`config.mk`:
```
export PLATFORM = sky130hd
export DESIGN_NAME = gcd_stein_param_flat
export DESIGN_NICKNAME = d
export VERILOG_FILES = /design/src/rtl/gcd_stein_param_if.sv /design/src/rtl/gcd_stein_param.sv /design/src/flat_wrapper.sv
export SDC_FILE = /design/constraint.sdc
export NUM_CORES = 1
export LEC_CHECK = 0
export ABC_CLOCK_PERIOD_IN_PS = 5600
export BUFFER_PORTS_ARGS = -buffer_cell sky130_fd_sc_hd__buf_2
export CORE_ASPECT_RATIO = 1.4
export CORE_MARGIN = 5
export CORE_UTILIZATION = 55
export DETAILED_ROUTE_END_ITERATION = 10
export GPL_ROUTABILITY_DRIVEN = 1
export PLACE_DENSITY = 0.74
export SYNTH_ARGS = -nofsm -noshare
export SYNTH_HDL_FRONTEND = slang
export SYNTH_SLANG_ARGS = --single-unit
```
`constraint.sdc`:
```
create_clock -name clk -period 5.6 [get_ports clk]
set_input_delay 0.56 -clock clk [delete_from_list [all_inputs] [get_ports clk]]
set_output_delay 0.56 -clock clk [all_outputs]
set_load 0.05 [all_outputs]
```
`src/rtl/gcd_stein_param_if.sv`:
```
// Handshake/operand bundle for the Stein GCD engine.
// The controller drives start/xi/yi; the engine returns busy/done/xo/cyc.
interface gcd_stein_param_if #(
  parameter int WIDTH = 16,
  parameter int CW    = $clog2(4*WIDTH+4)
);
  logic             start;
  logic [WIDTH-1:0] xi;
  logic [WIDTH-1:0] yi;
  logic             busy;
  logic             done;
  logic [WIDTH-1:0] xo;
  logic [CW-1:0]    cyc;

  modport master (output start, xi, yi, input  busy, done, xo, cyc);
  modport slave  (input  start, xi, yi, output busy, done, xo, cyc);
endinterface

```
`src/rtl/gcd_stein_param.sv`:
```
// Iterative binary (Stein) GCD: shift/subtract only, one step per clock.
// Operands are captured raw in IDLE; magnitudes are taken in LOAD.
module gcd_stein_param #(
  parameter int WIDTH  = 16,
  parameter int SIGNED = 1,
  parameter int CW     = $clog2(4*WIDTH+4)
) (
  input  logic              clk,
  input  logic              rst,
  gcd_stein_param_if.slave  io
);
  localparam int KW = $clog2(WIDTH);

  localparam logic [1:0] IDLE = 2'd0;
  localparam logic [1:0] LOAD = 2'd1;
  localparam logic [1:0] RUN  = 2'd2;

  logic [1:0]       state;
  logic [WIDTH-1:0] a, b;
  logic [KW-1:0]    k;
  logic [CW-1:0]    cnt;
  logic             busy_r, done_r;
  logic [WIDTH-1:0] xo_r;
  logic [CW-1:0]    cyc_r;
  logic [WIDTH-1:0] ma, mb;

  // Unsigned negate keeps -2^(WIDTH-1) as 2^(WIDTH-1).
  function automatic logic [WIDTH-1:0] mag(input logic [WIDTH-1:0] v);
    if (SIGNED != 0 && v[WIDTH-1]) return ~v + WIDTH'(1);
    return v;
  endfunction

  always_comb begin
    ma = mag(a);
    mb = mag(b);
  end

  always_ff @(posedge clk) begin
    if (rst) begin
      state  <= IDLE;
      a      <= '0;
      b      <= '0;
      k      <= '0;
      cnt    <= '0;
      busy_r <= 1'b0;
      done_r <= 1'b0;
      xo_r   <= '0;
      cyc_r  <= '0;
    end else begin
      done_r <= 1'b0;
      case (state)
        IDLE: begin
          if (io.start) begin
            a      <= io.xi;
            b      <= io.yi;
            busy_r <= 1'b1;
            state  <= LOAD;
          end
        end
        LOAD: begin
          a   <= ma;
          b   <= mb;
          k   <= '0;
          cnt <= '0;
          // A zero operand never enters RUN, which keeps a nonzero there.
          if (ma == '0 || mb == '0) begin
            xo_r   <= (ma == '0) ? mb : ma;
            cyc_r  <= '0;
            done_r <= 1'b1;
            busy_r <= 1'b0;
            state  <= IDLE;
          end else begin
            state <= RUN;
          end
        end
        RUN: begin
          cnt <= cnt + CW'(1);
          if (b == '0) begin
            xo_r   <= a << k;
            cyc_r  <= cnt + CW'(1);
            done_r <= 1'b1;
            busy_r <= 1'b0;
            state  <= IDLE;
          end else if (!a[0] && !b[0]) begin
            a <= a >> 1;
            b <= b >> 1;
            k <= k + KW'(1);
          end else if (!a[0]) begin
            a <= a >> 1;
          end else if (!b[0]) begin
            b <= b >> 1;
          end else if (a > b) begin
            a <= a - b;
          end else begin
            b <= b - a;
          end
        end
        default: state <= IDLE;
      endcase
    end
  end

  assign io.busy = busy_r;
  assign io.done = done_r;
  assign io.xo   = xo_r;
  assign io.cyc  = cyc_r;
endmodule
```
`src/flat_wrapper.sv`:
```
// flat-port wrapper written by rule: the top's interface ports become plain ports
module gcd_stein_param_flat 
#(
  parameter int WIDTH  = 16,
  parameter int SIGNED = 1,
  parameter int CW     = $clog2(4*WIDTH+4)
)
  (clk, rst, io_start, io_xi, io_yi, io_busy, io_done, io_xo, io_cyc);
  gcd_stein_param_if #(.WIDTH(WIDTH), .CW(CW)) io_i ();
  input  logic clk;
  input  logic rst;
  input wire logic [$bits(io_i.start)-1:0] io_start;
  input wire logic [$bits(io_i.xi)-1:0] io_xi;
  input wire logic [$bits(io_i.yi)-1:0] io_yi;
  output wire logic [$bits(io_i.busy)-1:0] io_busy;
  output wire logic [$bits(io_i.done)-1:0] io_done;
  output wire logic [$bits(io_i.xo)-1:0] io_xo;
  output wire logic [$bits(io_i.cyc)-1:0] io_cyc;
  assign io_i.start = io_start;
  assign io_i.xi = io_xi;
  assign io_i.yi = io_yi;
  assign io_busy = io_i.busy;
  assign io_done = io_i.done;
  assign io_xo = io_i.xo;
  assign io_cyc = io_i.cyc;
  gcd_stein_param #(.WIDTH(WIDTH), .SIGNED(SIGNED), .CW(CW)) u_core (.clk(clk), .rst(rst), .io(io_i));
endmodule
```
==> results.txt <==
Power Dens Cells: 430 mW/mm²
CP endpoint kind: register
Mapped Avg Cell Area: 7.19 µm²
DR vias: 7473
Synth Area in Adders: 7.83%
Cell variety after synth: 77
RSZ-0062 raised after global routing: false
Initial antenna violation count: 0
Die width: 106 µm
Slew headroom: 32.8%
Setup Buffers After CTS: 0
Yosys top cell by area: dfxtp_1
Largest stage delay on the critical path: 0.53 ns
Setup tns final: 0 ns
Async set-reset flop share out of synthesis: 0%
Crit-path cells: inv_1 -> ha_1 -> nor3b_1 -> nand2_1 -> o41ai_1 -> xnor2_1 -> nor4_2 -> a21oi_2 -> a211oi_4 -> buf_4 -> mux2i_1 -> nor2_1
Fin crit share: 72.5%
Worst Path Class, Setup: register to register
CP max stage cell: nor4_2
Simple-gate area share of the yosys netlist: 22.7%
P_sw: 0.00166 W
Pleak: 2.82 nW
Layout area overhead: 6.62%
Starting DRT DRC Count: 699
Syn_nets: 1061
CTS tree: done
Ant diodes: 0
Routed wire per std cell: 20.6 µm
Largest cells by area after synthesis: dfxtp_1 20%, ha_1 7.3%, nand2_1 6.5%
Buffers on Ports: 59
Final setup violation count: 0
Max-cap violation count: 0
Hold Path Cell Cnt: 2
Crit-path max FO: 40
Slew at the pin with the worst max-slew slack: 1.01 ns
Die Height: 144 µm
DRC viols: 0
Setup Skew: 0.0114 ns
H-tree depth: 3
Post-synth top area share: 19.8%
TritonCTS Buffers: 9
Row count: 49
Reg2Reg Depth: 12
Root Buffer: clkbuf_16
Full die area: 0.0152 mm²
Vias in the first global route: 7001
RePlAce Congestion: 1.00
IO Count: 60
Number of max-slew violations in the final report: 0
Combinational share of power: 59.8%
Sw frac: 51.3%
Largest family of logic cells by synthesized area: compound AO/OA/AOI/OAI gates
Synth Flop Type: dfxtp_1
Setup WS post-layout: 1.54 ns
Antenna-violating nets left: 0
Cts repair resizes: 0
Pre-CTS setup slack: 1.57 ns
Routed vias/inst: 6.58
Yosys Warn Count: 0
Initial Util: 55.4%
Peak Freq: 246 MHz
Largest net degree at the start of global routing: 73
Complex-gate fraction of the synthesized area: 29.5%
Clock network power share: 18.0%
GRT overflow: 0
Final nets: 1056
Cts hold-fix bufs: 0
Gr usage total: 30.5%
DP HPWL: 17400 µm
Skew-Pair Late Insertion Delay: 0.35 ns
Post-synthesis cell area: 0.00706 mm²
Seq cells post-synth: 70
Sequential area share after synthesis: 19.8%
Hold Crit Class: register to register
Worst-path clk slew: 0.06 ns
Core area: 0.0128 mm²
WP data required: 5.80 ns
First-pass GRT wire length: 37000 µm
Worst Setup Start Kind: register
Reg power frac: 22.2%
Post-synthesis mux area share: 5.24%
EDFF count, synth: 0
Status: finished, final reports clean
Bufs on Longest Clock Path: 2
CTS sink cnt: 70
P_int: 0.00157 W
Drt pass-1 iters: 5
Mapped Cells: 983
Hold Fails Final Rpt: 0
Crit path DAT: 4.27 ns
Post-route minimum period: 4.06 ns
Layout cells sized above 1: 11.5%
VDD IR max: 0.000214 V
Xor/xnor share of the synthesized area: 7.07%
Drt total wl: 23400 µm
==> worst paths after layout <==
check / start / end / slack (ns)
hold reg to reg: u_core.io.xo[4]$_SDFFE_PP0P_ / u_core.io.xo[4]$_SDFFE_PP0P_ / 0.47
setup / recovery: u_core.a[0]$_SDFFE_PP0P_ / u_core.io.cyc[4]$_SDFFE_PP0P_ / 1.54
setup reg to reg: u_core.a[0]$_SDFFE_PP0P_ / u_core.io.cyc[4]$_SDFFE_PP0P_ / 1.54
hold / removal: u_core.io.xo[4]$_SDFFE_PP0P_ / u_core.io.xo[4]$_SDFFE_PP0P_ / 0.47
==> metal layers <==
| metal | global-route usage [%] | vias up | share of wire [%] |
|---|---|---|---|
| met4 | 20.8 | 0 | 6.4 |
| met2 | 50.7 | 379 | 47 |
| met1 | 35.8 | 3479 | 38 |
| li1 | - | 3515 | - |
| met3 | 5.72 | 100 | 8.0 |
| met5 | 0 | - | 0 |
==> cell usage in the layout (no fill, tap or decap), types with 12 or more instances in the layout <==
| master | count |
|---|---|
| mux2i_1 | 28 |
| inv_1 | 47 |
| nand2_1 | 123 |
| a21oi_1 | 89 |
| xor2_1 | 15 |
| xnor2_1 | 42 |
| a21o_1 | 12 |
| o2111ai_1 | 15 |
| ha_1 | 40 |
| o21ai_0 | 54 |
| buf_2 | 59 |
| dfxtp_1 | 70 |
| nor3_1 | 19 |
| nand3_1 | 22 |
| o211ai_1 | 33 |
| nor2_1 | 88 |
| nand2b_1 | 19 |
==> synthesized netlist by cell type (6+ instances only) <==
library cell    n
nor3_1         19
mux2_2          6
nor4_1          6
a211oi_2        8
o2111ai_1      15
xor2_1         15
a31oi_1         9
nand2b_1       19
nor2_1         88
o41ai_1         6
nor3b_1         7
or4_1           6
o221ai_1        6
a211oi_1        9
nand2_1       123
nand3_1        22
nor2b_1         6
dfxtp_1        70
mux2i_1        28
ha_1           41
nand4_1         8
o21ai_0        54
a21oi_1        89
clkbuf_1       72
o211ai_1       33
or3_1           9
o31ai_1         8
and3_1          8
a311o_1         7
inv_1          47
xnor2_1        42
a211o_1         6
a21o_1         12
==> kinds of logic (layout without fill, tap and decap cells) <==
| group | count (synthesis) | count (layout) |
|---|---|---|
| and+or+nand+nor | 339 | 339 |
| DFF | 70 | 70 |
| muxes | 35 | 35 |
| AOI/OAI and AO/OA | 307 | 307 |
| adders and majority gates | 43 | 43 |
| buffers and inverters | 132 | 132 |
| xor gates and xnor gates | 57 | 57 |
==> sequential cells by signal (all words and copies together) (netlist names) <==
register	cells
u_core.a	16
u_core.b	16
u_core.cnt	7
u_core.io.busy	1
u_core.io.cyc	7
u_core.io.done	1
u_core.io.xo	16
u_core.k	4
u_core.state	2
==> cell type report <==
cell class | count | area [µm²]
Fill cell | 1254 | 5220
Clock inverter | 7 | 61.3
Tap cell | 153 | 191
Multi-Input combinational cell | 781 | 5110
Timing Repair Buffer | 68 | 363
Sequential cell | 70 | 1400
Clock buffer | 9 | 225
Inverter | 48 | 180
==> metrics by stage <==
step | utilization, % | instance area [µm²] | cells | hold WS, ns | power [W]
5_1_grt | 59.1 | 7530 | 1136 | 0.506 | 0.00343
6_report | 59.1 | 7530 | 1136 | 0.475 | 0.00324
3_5_place_dp | 56.8 | 7250 | 1120 | 0.457 | 0.00261
2_1_floorplan | - | 7060 | 983 | 0.468 | 0.00215
4_1_cts | 59.1 | 7530 | 1136 | 0.472 | 0.00320
3_3_place_gp | 56.8 | 7250 | 1120 | 0.457 | 0.00261
==> power groups by stage <==
stage | sequential [W] | combinational, W | clock [W]
after floorplan | 0.000726 | 0.00142 | 0
final | 0.000719 | 0.00194 | 0.000582
after global placement | 0.000723 | 0.00189 | 0
after global routing | 0.000729 | 0.00209 | 0.000612
after detailed placement | 0.000723 | 0.00189 | 0
after CTS | 0.000713 | 0.00190 | 0.000588
==> critical path: cells and delay by family, from the launching register on <==
kind | cells | cell delay [ns]
AO/OA/AOI/OAI | 3 | 0.81
XOR/XNOR | 1 | 0.21
AND/OR/NAND/NOR | 4 | 1.18
multiplexers | 1 | 0.25
flip-flops | 1 | 0.47
adder cells (fa/ha/maj) | 1 | 0.31
buffers and inverters | 2 | 0.68
Power figures use the tool's default switching activity.
